==> config.mk <==
export PLATFORM = sky130hd
export DESIGN_NAME = llr_tap_delay_line
export DESIGN_NICKNAME = d
export VERILOG_FILES = /design/src/rtl/bmst_llr_pkg.sv /design/src/rtl/llr_stage_reg.sv /design/src/rtl/llr_tap_delay_line.sv
export SDC_FILE = /design/constraint.sdc
export NUM_CORES = 1
export LEC_CHECK = 0
export CAP_MARGIN = 40
export CORE_AREA = 2 2 292 150
export DETAILED_ROUTE_END_ITERATION = 8
export DIE_AREA = 0 0 294 152
export PLACE_DENSITY = 0.37
export SYNTH_ARGS = -nofsm -noshare
export SYNTH_HDL_FRONTEND = slang
export SYNTH_SLANG_ARGS = --single-unit
==> constraint.sdc <==
create_clock -name clk -period 3.2 [get_ports clk]
set_input_delay 0.64 -clock clk [delete_from_list [all_inputs] [get_ports clk]]
set_output_delay 0.64 -clock clk [all_outputs]
set_load 0.05 [all_outputs]
==> src/rtl/bmst_llr_pkg.sv <==
// Shared constants and helpers for the BMST-NBLDPC LLR datapath.
// Lanes are packed side by side; lane c starts at bit c*(WIDTH+1).
package bmst_llr_pkg;

   localparam int LLR_WIDTH    = 5;
   localparam int LLR_CHANNELS = 4;

   function automatic int clog2(input int n);
      int r;
      r = 0;
      for (int i = 0; i < 31; i++) begin
         if ((1 << i) < n) r = i + 1;
      end
      return r;
   endfunction

   function automatic int lane_lo(input int c, input int width);
      return c * (width + 1);
   endfunction

endpackage

==> src/rtl/llr_stage_reg.sv <==
// One delay-line stage: a packed LLR vector plus its valid bit.
// Priority per edge is reset_n, then clear, then the active-low advance.
module llr_stage_reg
   import bmst_llr_pkg::*;
#(
   parameter int W = LLR_CHANNELS * (LLR_WIDTH + 1)
) (
   input  logic         clk,
   input  logic         reset_n,
   input  logic         Enable_n,
   input  logic         clear,
   input  logic [W-1:0] d,
   input  logic         dv,
   output logic [W-1:0] q,
   output logic         qv
);

   always_ff @(posedge clk or negedge reset_n) begin
      if (!reset_n) begin
         q  <= '0;
         qv <= 1'b0;
      end else if (clear) begin
         q  <= '0;
         qv <= 1'b0;
      end else if (!Enable_n) begin
         q  <= d;
         qv <= dv;
      end
   end

endmodule

==> src/rtl/llr_tap_delay_line.sv <==
// Multi-lane LLR delay line with per-stage valid, run-time output tap,
// synchronous flush and a running count of valid stages.
module llr_tap_delay_line
   import bmst_llr_pkg::*;
#(
   parameter  int WIDTH    = LLR_WIDTH,
   parameter  int CHANNELS = LLR_CHANNELS,
   parameter  int DEPTH    = 8,
   localparam int SEL_W    = clog2(DEPTH + 1),
   localparam int VEC_W    = CHANNELS * (WIDTH + 1)
) (
   input  logic             clk,
   input  logic             reset_n,
   input  logic             Enable_n,
   input  logic             clear,
   input  logic             in_valid,
   input  logic [VEC_W-1:0] in_data,
   input  logic [SEL_W-1:0] delay_sel,
   output logic             out_valid,
   output logic [VEC_W-1:0] out_data,
   output logic [SEL_W-1:0] fill_count,
   output logic             delay_err
);

   localparam logic [SEL_W-1:0] DEPTH_S = SEL_W'(DEPTH);

   logic [VEC_W-1:0] stage_data [DEPTH];
   logic             stage_v    [DEPTH];
   logic [SEL_W-1:0] tap_idx;
   logic [SEL_W-1:0] fill_q;
   logic [SEL_W-1:0] v_count;

   for (genvar k = 0; k < DEPTH; k++) begin : g_stage
      logic [VEC_W-1:0] d_in;
      logic             dv_in;

      if (k == 0) begin : g_head
         assign d_in  = in_data;
         assign dv_in = in_valid;
      end else begin : g_body
         assign d_in  = stage_data[k-1];
         assign dv_in = stage_v[k-1];
      end

      llr_stage_reg #(.W(VEC_W)) u_stage (
         .clk      (clk),
         .reset_n  (reset_n),
         .Enable_n (Enable_n),
         .clear    (clear),
         .d        (d_in),
         .dv       (dv_in),
         .q        (stage_data[k]),
         .qv       (stage_v[k])
      );
   end

   // Out-of-range selects fall back to the deepest tap.
   assign delay_err = (delay_sel == '0) || (delay_sel > DEPTH_S);
   assign tap_idx   = delay_err ? (DEPTH_S - SEL_W'(1)) : (delay_sel - SEL_W'(1));

   always_comb begin
      out_valid = 1'b0;
      out_data  = '0;
      for (int k = 0; k < DEPTH; k++) begin
         if (tap_idx == SEL_W'(k)) begin
            out_valid = stage_v[k];
            out_data  = stage_v[k] ? stage_data[k] : '0;
         end
      end
   end

   // Entering and leaving samples on the same advance cancel out.
   always_ff @(posedge clk or negedge reset_n) begin
      if (!reset_n) begin
         fill_q <= '0;
      end else if (clear) begin
         fill_q <= '0;
      end else if (!Enable_n) begin
         fill_q <= fill_q + SEL_W'(in_valid) - SEL_W'(stage_v[DEPTH-1]);
      end
   end

   assign fill_count = fill_q;

   always_comb begin
      v_count = '0;
      for (int k = 0; k < DEPTH; k++) begin
         v_count = v_count + SEL_W'(stage_v[k]);
      end
   end

   fill_matches_popcount: assert property (@(posedge clk) disable iff (!reset_n)
      fill_q == v_count);

endmodule

==> impl_table.tex, run 1 <==
\begin{tabular}{lr}
\hline
Metric & Value \\
\hline
\multicolumn{2}{l}{\textbf{Worst hold path}} \\
\quad Hold/Removal Path Class & in2async \\
\multicolumn{2}{l}{\textbf{Yosys}} \\
\quad Mapped Nets & about 1,000 \\
\quad Area of the mapped netlist & 10,370 um2 \\
\quad Avg Inst Size Synth & 10.75 um2 \\
\quad Share of synthesized flip-flops with an asynchronous set or reset & 1.000 \\
\quad Post-synthesis sequential element count & 204 \\
\quad Count of mapped cells out of synthesis & 965 \\
\quad Count of flip-flops with a built-in enable after synthesis & 0 \\
\quad Post-synthesis sequential area ratio & 0.4923 \\
\quad Post-synthesis cell type count & 43 \\
\quad Library cell with the largest summed area after synthesis & sky130\_fd\_sc\_hd\_\_dfrtp\_1 \\
\quad Primary FF master, synth & sky130\_fd\_sc\_hd\_\_dfrtp\_1 \\
\quad Largest cells by area after synthesis & sky130\_fd\_sc\_hd\_\_dfrtp\_1 (49\%), sky130\_fd\_sc\_hd\_\_mux2i\_1 (19\%), sky130\_fd\_sc\_hd\_\_nor2\_1 (7.5\%) \\
\quad Top-area cell type share of the netlist area & 0.4923 \\
\quad Synth warnings & 0 \\
\multicolumn{2}{l}{\textbf{Placement}} \\
\quad DPL Wire Length & 20.29 mm \\
\quad Last weighted congestion value of the routability-driven placer & 0.7463 \\
\quad Count of buffers from port buffering & 62 \\
\quad Pre-CTS setup slack & -0.5368 ns \\
\quad Post-detailed-placement cell area & 12,320 um2 \\
\multicolumn{2}{l}{\textbf{STA}} \\
\quad Total negative slack for setup checks & 0 ns \\
\quad Post-route fraction of the period consumed by the critical path & 0.9907 \\
\quad Transition time at the pin with the least slew margin & $\sim$0.68 ns \\
\quad Max Transition Viols Final & 0 \\
\quad Max-Slew Margin vs Limit & 0.5486 \\
\quad Post-layout minimum cycle time & 3.170 ns \\
\quad Final setup fails & 0 \\
\quad Crit path setup slack, layout & 0.02986 ns \\
\quad Post-route clock skew & 0.008724 ns \\
\quad Maximum clock frequency & about 0.32 GHz \\
\quad Fin. Hold Viols & 0 \\
\multicolumn{2}{l}{\textbf{Finish}} \\
\quad Most common cell after layout, fill and taps aside & sky130\_fd\_sc\_hd\_\_nor2\_1 \\
\quad Total non-filler cell area in the finished layout & roughly 13,000 um2 \\
\quad Number of antenna cells inserted & 0 \\
\quad Fin nets & 1,071 \\
\quad Synth-to-layout area growth & 28.15\% \\
\quad Fraction of layout cells with a size suffix above 1 & 0.1660 \\
\quad Highest-count cells in the layout ignoring fill and taps & sky130\_fd\_sc\_hd\_\_nor2\_1 (206), sky130\_fd\_sc\_hd\_\_dfrtp\_1 (204), sky130\_fd\_sc\_hd\_\_mux2i\_1 (202) \\
\multicolumn{2}{l}{\textbf{Setup path}} \\
\quad Crit start category & input pin \\
\quad Worst R2R Start & g\_stage[7].u\_stage.qv \\
\quad Endpoint arrival time on the critical path & 2.53 ns \\
\quad Worst R2R Path Depth & 7 \\
\quad Data required, critical path & roughly 2.6 ns \\
\quad CP Class & in2out \\
\quad Worst setup startpoint & delay\_sel[2] \\
\quad Reg2Reg Capture Point & fill\_count[2] \\
\quad Worst-path maximum fanout & 12 \\
\quad Register-to-Register Setup Slack & 1.30 ns \\
\quad Capturing element type of the critical path & output port \\
\multicolumn{2}{l}{\textbf{Floorplan}} \\
\quad Area inside the core boundary & 42,500 um2 \\
\quad DIE HEIGHT & between 150 and 200 um \\
\quad Chip width & between 200 and 300 um \\
\quad Floorplan row count & 54 \\
\quad Count of pins on the block boundary & 63 \\
\quad Die outline area & 44,690 um2 \\
\quad Initial cell density of the core & 0.2440 \\
\multicolumn{2}{l}{\textbf{Routing}} \\
\quad Via Count & 7,554 \\
\quad Initial detailed-routing violation count & 477 \\
\quad Number of optimization iterations in the first detailed-route pass & 5 \\
\quad Total routed wirelength & 32.87 mm \\
\quad Post-detailed-route count of antenna-violating nets & 0 \\
\quad Remaining DRCs & 0 \\
\quad Via density & between 4 and 5 \\
\quad Final routed wire length divided by cell count & 20.44 um \\
\multicolumn{2}{l}{\textbf{Job}} \\
\quad Max Cap Viol & 0 \\
\multicolumn{2}{l}{\textbf{Power and ir drop}} \\
\quad Static Leak & 6.355 nW \\
\quad Power Dens Cells & 457.7 nW/um2 \\
\quad Maximum vdd ir drop & 0.2496 mV \\
\multicolumn{2}{l}{\textbf{CTS}} \\
\quad H-tree Lvls & 1 \\
\quad Root buffer cell & sky130\_fd\_sc\_hd\_\_clkbuf\_16 \\
\quad Clock Sink Count & between 200 and 250 \\
\quad Clock tree from TritonCTS & yes \\
\quad Clock latency reported for the late side of the worst-skew pair & $\sim$0.52 ns \\
\quad Number of buffers between clock root and the deepest sink & 3 \\
\quad Total clock buffers created by CTS & 22 \\
\quad CTS clock-pin slew for the worst setup and hold paths & 0.07 ns \\
\multicolumn{2}{l}{\textbf{Run status}} \\
\quad Outcome & finished clean \\
\multicolumn{2}{l}{\textbf{GRT}} \\
\quad Total gr overflow & 0 \\
\quad Wire length of the first global-routing pass & 51.09 mm \\
\quad Number of global-route vias before repair & 7,606 \\
\quad Number of antenna violations at the first check in global routing & 0 \\
\quad Global routing usage summed across all routing layers & 0.1477 \\
\quad Maximum number of pins on one net before global-route repair & 74 \\
\hline
\end{tabular}
report_power, final:
part / internal, mW / switching [mW] / leakage, nW
logic: 0.243 / 0.369 / 3.15
clock network: 1.67 / 1.14 / 0.382
registers: 2.62 / 0.0408 / 2.82
total: 4.54 / 1.55 / 6.36
per-layer routing:
layer  vias up  global-route usage  share of wire
li1       3581                   -              -
met1      3810              0.2497           0.56
met2       127              0.1897           0.38
met3        36             0.02648          0.044
met4         0             0.02211          0.014
met5         -                   0              0
worst max path at each step:
stage,end,slack (ns),depth (start not counted)
6_report,out_data[14],0.03,8
3_3_place_gp,out_data[16],-0.56,9
5_1_grt,out_data[1],-0.004,8
2_1_floorplan,out_data[14],0.07,8
3_5_place_dp,out_data[15],-0.54,9
4_1_cts,out_data[1],0.01,9
sequential cells by signal, summed over array words and instances (netlist names):
name	count
fill_count	4
g_stage.u_stage.q	192
g_stage.u_stage.qv	8
Yosys cell counts, drive strengths merged, types with 3 or more instances:
library cell,number
nand4,49
clkbuf,49
nand3,3
and3,24
dfrtp,204
nor2,207
mux2i,202
a221o,24
inv,32
nor2b,4
o21ai,25
and3b,24
a22o,25
nand2,3
ha,5
o2111ai,25
buf,37
stage by stage:
stage          hold slack, ns  instances    util  power (mW)
6_report              0.06869       1608  0.3127       6.082
5_1_grt                0.1110       1608  0.3127       6.353
4_1_cts                0.1031       1605  0.3104       6.175
3_5_place_dp           0.5171       1563  0.2900       3.299
3_3_place_gp           0.5130       1563  0.2900       3.298
2_1_floorplan          0.3444        965       -       2.999
area by class of cell:
class                           count  area [um2]
Fill cell                        4307       29210
Timing Repair Buffer              129        1737
Multi-Input combinational cell    643        4850
Sequential cell                   204        5105
Tap cell                          560       700.7
Inverter                           32       120.1
Clock inverter                      8       117.6
Clock buffer                       32       659.4
critical path, cell delays in order:
cell and delay, ns:
sky130_fd_sc_hd__dlygate4sd2_1 0.31, sky130_fd_sc_hd__buf_6 0.17, sky130_fd_sc_hd__nor2b_4 0.26, sky130_fd_sc_hd__xor2_4 0.13
sky130_fd_sc_hd__o21a_4 0.26, sky130_fd_sc_hd__buf_12 0.17, sky130_fd_sc_hd__a221o_1 0.40, sky130_fd_sc_hd__buf_12 0.18
logic make-up (layout without fill, tap and decap cells):
kind of cell / Yosys count / after routing / share of synthesized area
fa+ha+maj: 6 / 6 / 0.007963
buf+inv: 118 / 201 / 0.04971
simple gates: 321 / 321 / 0.1524
compound gates: 109 / 109 / 0.09797
flops: 204 / 204 / 0.4923
xor+xnor: 3 / 3 / 0.002534
mux: 204 / 204 / 0.1972
repair_timing:
item / 4_1_cts / 5_1_grt
hold buffers: 0 / 0
resized for setup: 23 / 11
setup buffers: 1 / 2
cloned: 1 / 1
pin swaps: 14 / 6
setup endpoints to repair: 25 / 24
Note: power is estimated with default switching activity, not from simulation.
==> run 2, diff against run 1 <==
==> constraint.sdc (replaced) <==
create_clock -name clk -period 3.8 [get_ports clk]
set_input_delay 0.76 -clock clk [delete_from_list [all_inputs] [get_ports clk]]
set_output_delay 0.76 -clock clk [all_outputs]
set_load 0.05 [all_outputs]
==> impl_table.tex, run 2 (same netlist as run 1, synthesis figures left out) <==
\begin{tabular}{lr}
\hline
Metric & Value \\
\hline
\multicolumn{2}{l}{\textbf{Setup path}} \\
\quad Worst-path maximum fanout & 9 (-3) \\
\quad Capturing element type of the critical path & output port \\
\quad Crit start category & input pin \\
\quad Reg2Reg Capture Point & fill\_count[2] \\
\quad Critical path's top delay family & buffers and inverters \\
\quad Crit-path slowest cell & sky130\_fd\_sc\_hd\_\_clkdlybuf4s50\_1 \\
\quad Register-to-Register Setup Slack & 1.94 ns (+0.64 ns) \\
\quad CP Class & in2out \\
\quad Critical path buffer and inverter count & 4 (unchanged) \\
\quad Data required, critical path & 3.04 ns (+0.48 ns) \\
\quad Cells traversed along the worst timing path & clkdlybuf4s50\_1 > inv\_1 > ha\_4 > nor2\_1 > o21a\_1 > buf\_4 > a22o\_1 > a221o\_2 > buf\_12 \\
\quad Endpoint arrival time on the critical path & 2.95 ns (+0.42 ns) \\
\quad Delay of the slowest cell on the worst path & 0.49 ns (+0.09 ns) \\
\quad Worst R2R Path Depth & 8 (+1) \\
\quad Worst R2R Start & fill\_count[0] \\
\multicolumn{2}{l}{\textbf{STA}} \\
\quad Hold slack & 0.2032 ns (+0.1345 ns) \\
\quad Max Transition Viols Final & 0 (unchanged) \\
\quad Maximum clock frequency & around 0.27 GHz \\
\quad Final setup fails & 0 (unchanged) \\
\quad Fin. Hold Viols & 0 (unchanged) \\
\quad Transition time at the pin with the least slew margin & 0.7075 ns (+0.03035 ns) \\
\quad Max-Slew Margin vs Limit & 0.5283 (-0.02023) \\
\quad Post-layout minimum cycle time & $\sim$3.7 ns \\
\quad Post-route clock skew & 0.01209 ns (+0.003363 ns) \\
\quad Setup repair after global routing missed its margin & true \\
\quad Post-route fraction of the period consumed by the critical path & 0.9771 \\
\multicolumn{2}{l}{\textbf{Finish}} \\
\quad Flip-flop count of the largest register, all copies and words added & 192 (unchanged) \\
\quad Fin nets & 1,051 (-1.9\%) \\
\quad Fraction of layout cells with a size suffix above 1 & 0.1420 (-0.02401) \\
\quad Highest-count cells in the layout ignoring fill and taps & sky130\_fd\_sc\_hd\_\_nor2\_1 (207), sky130\_fd\_sc\_hd\_\_dfrtp\_1 (204), sky130\_fd\_sc\_hd\_\_mux2i\_1 (202) \\
\quad Number of cells in the finished layout apart from fillers & 1,589 (-1.2\%) \\
\quad Synth-to-layout area growth & 24.99\% \\
\quad Most common cell after layout, fill and taps aside & sky130\_fd\_sc\_hd\_\_nor2\_1 \\
\quad Register containing the most flip-flops in the final layout & g\_stage.u\_stage.q \\
\multicolumn{2}{l}{\textbf{Placement}} \\
\quad DPL Wire Length & 18.99 mm (-6.4\%) \\
\quad Last weighted congestion value of the routability-driven placer & 0.6947 (-6.9\%) \\
\quad Count of buffers from port buffering & 62 (unchanged) \\
\quad Post-Place Cells & 1,548 (-0.96\%) \\
\multicolumn{2}{l}{\textbf{Power and ir drop}} \\
\quad Total power consumption of the routed design & 5.026 mW (-17\%) \\
\quad Share of total power in combinational logic & 0.095 (-0.006) \\
\quad Switching power share of the total & 0.2584 (+0.004233) \\
\quad Static Leak & 6.191 nW (-2.6\%) \\
\quad Net Switching & 1.299 mW (-16\%) \\
\quad Share of power burned in the clock network & 0.459 (-0.003) \\
\quad Part of the total power dissipated in sequential elements & 0.446 (+0.009) \\
\quad Power Dens Cells & 387.8 nW/um2 (-15\%) \\
\quad Maximum vdd ir drop & 0.2486 mV (-0.42\%) \\
\quad P\_int & 3.727 mW (-18\%) \\
\multicolumn{2}{l}{\textbf{Routing}} \\
\quad Final routed wire length divided by cell count & 20.02 um (-2.0\%) \\
\quad Post-detailed-route count of antenna-violating nets & 0 (unchanged) \\
\quad Via density & 4.739 (+0.89\%) \\
\quad Initial detailed-routing violation count & 483 (+1.3\%) \\
\quad Number of optimization iterations in the first detailed-route pass & 4 (-1) \\
\quad Total routed wirelength & 31.82 mm (-3.2\%) \\
\quad Via Count & 7,531 (-0.30\%) \\
\quad Remaining DRCs & 0 (unchanged) \\
\multicolumn{2}{l}{\textbf{GRT}} \\
\quad Number of antenna violations at the first check in global routing & 0 (unchanged) \\
\quad Global routing usage summed across all routing layers & 0.1429 (-0.004824) \\
\quad Wire length of the first global-routing pass & 49.69 mm (-2.7\%) \\
\quad Number of global-route vias before repair & 7,535 (-0.93\%) \\
\quad Maximum number of pins on one net before global-route repair & 77 (+4.1\%) \\
\quad Total gr overflow & 0 (unchanged) \\
\multicolumn{2}{l}{\textbf{Worst hold path}} \\
\quad Hold/Removal Path Class & in2async \\
\multicolumn{2}{l}{\textbf{CTS}} \\
\quad Clock tree from TritonCTS & yes \\
\quad Number of buffers between clock root and the deepest sink & 3 (unchanged) \\
\quad Clock latency reported for the late side of the worst-skew pair & 0.53 ns (about the same) \\
\quad CTS clock-pin slew for the worst setup and hold paths & 0.07 ns (about the same) \\
\quad Hold-fix buffers, CTS & 0 (unchanged) \\
\quad H-tree Lvls & 1 (unchanged) \\
\quad Buffer count from post-CTS setup fixing & 0 (-1) \\
\quad Root buffer cell & sky130\_fd\_sc\_hd\_\_clkbuf\_16 \\
\quad Clock Sink Count & 204 (unchanged) \\
\quad Total clock buffers created by CTS & 22 (unchanged) \\
\multicolumn{2}{l}{\textbf{Job}} \\
\quad Max Cap Viol & 0 (unchanged) \\
\multicolumn{2}{l}{\textbf{Floorplan}} \\
\quad Count of pins on the block boundary & 63 (unchanged) \\
\quad Area inside the core boundary & 42,500 um2 (unchanged) \\
\quad Die outline area & 44,690 um2 (unchanged) \\
\quad Floorplan row count & 54 (unchanged) \\
\quad Chip width & 294 um (unchanged) \\
\quad DIE HEIGHT & 152 um (unchanged) \\
\quad Initial cell density of the core & 0.2440 (unchanged) \\
\multicolumn{2}{l}{\textbf{Run status}} \\
\quad Outcome & finished clean \\
\hline
\end{tabular}
-- run 2: changes by cell type in the layout (fill, tap and decap cells not counted), sizes merged --
cell and change:
inv +1, clkinvlp -1, clkinv +2, clkbuf -3, diode +1, dlygate4sd2 -2
clkdlybuf4s50 +4, buf -21
-- run 2: power by group through the flow --
stage                     logic, mW  clock network (mW)  registers, mW
after floorplan               0.245                   0           2.28
after detailed placement      0.483                   0           2.28
after global placement        0.481                   0           2.28
after global routing          0.521                2.48           2.24
final                         0.480                2.31           2.24
after CTS                     0.489                2.39           2.24
-- run 2: worst max path at each step --
stage	depth (start not counted)	slack (ns)	to	start
floorplan	8	0.27	out_data[14]	delay_sel[0]
global placement	9	-0.1	out_data[20]	delay_sel[0]
detailed placement	9	-0.09	out_data[20]	delay_sel[0]
CTS	9	0.03	out_data[1]	delay_sel[0]
global route	9	-0.008	out_data[1]	delay_sel[0]
finish	9	0.09	out_data[1]	delay_sel[0]
-- run 2: routing by layer --
metal / share of wire / GRT usage / wire [um]
met5: 0 / 0 / 0
met4: 0.016 / 0.02381 / 499
met3: 0.038 / 0.02721 / 1214
met2: 0.39 / 0.1895 / 12460
met1: 0.55 / 0.2346 / 17650
-- run 2: layout make-up --
type	instances	area, um2
repair buffers	109	1481
well taps	560	700.7
fillers	4325	29540
clock inverters	10	140.1
multi-input cells	643	4801
inverters	32	120.1
diodes	1	2.502
clock buffers	30	610.6
flip-flops and latches	204	5105
-- run 2: through the flow --
| step | area [um2] | util | setup TNS [ns] | setup WS, ns |
|---|---|---|---|---|
| 3_5_place_dp | 12170 | 0.2865 | -1.231 | -0.09264 |
| 4_1_cts | 12940 | 0.3046 | 0 | 0.02585 |
| 3_3_place_gp | 12170 | 0.2865 | -1.017 | -0.09910 |
| 5_1_grt | 12960 | 0.3049 | -0.009346 | -0.008144 |
| 6_report | 12960 | 0.3050 | 0 | 0.08716 |
| 2_1_floorplan | 10380 | - | 0 | 0.2667 |
-- run 2: repair_timing --
| item | 4_1_cts | 5_1_grt |
|---|---|---|
| endpoints found under the setup margin | 24 | 9 |
| pin swaps | 0 | 2 |
| resized for setup | 5 | 8 |
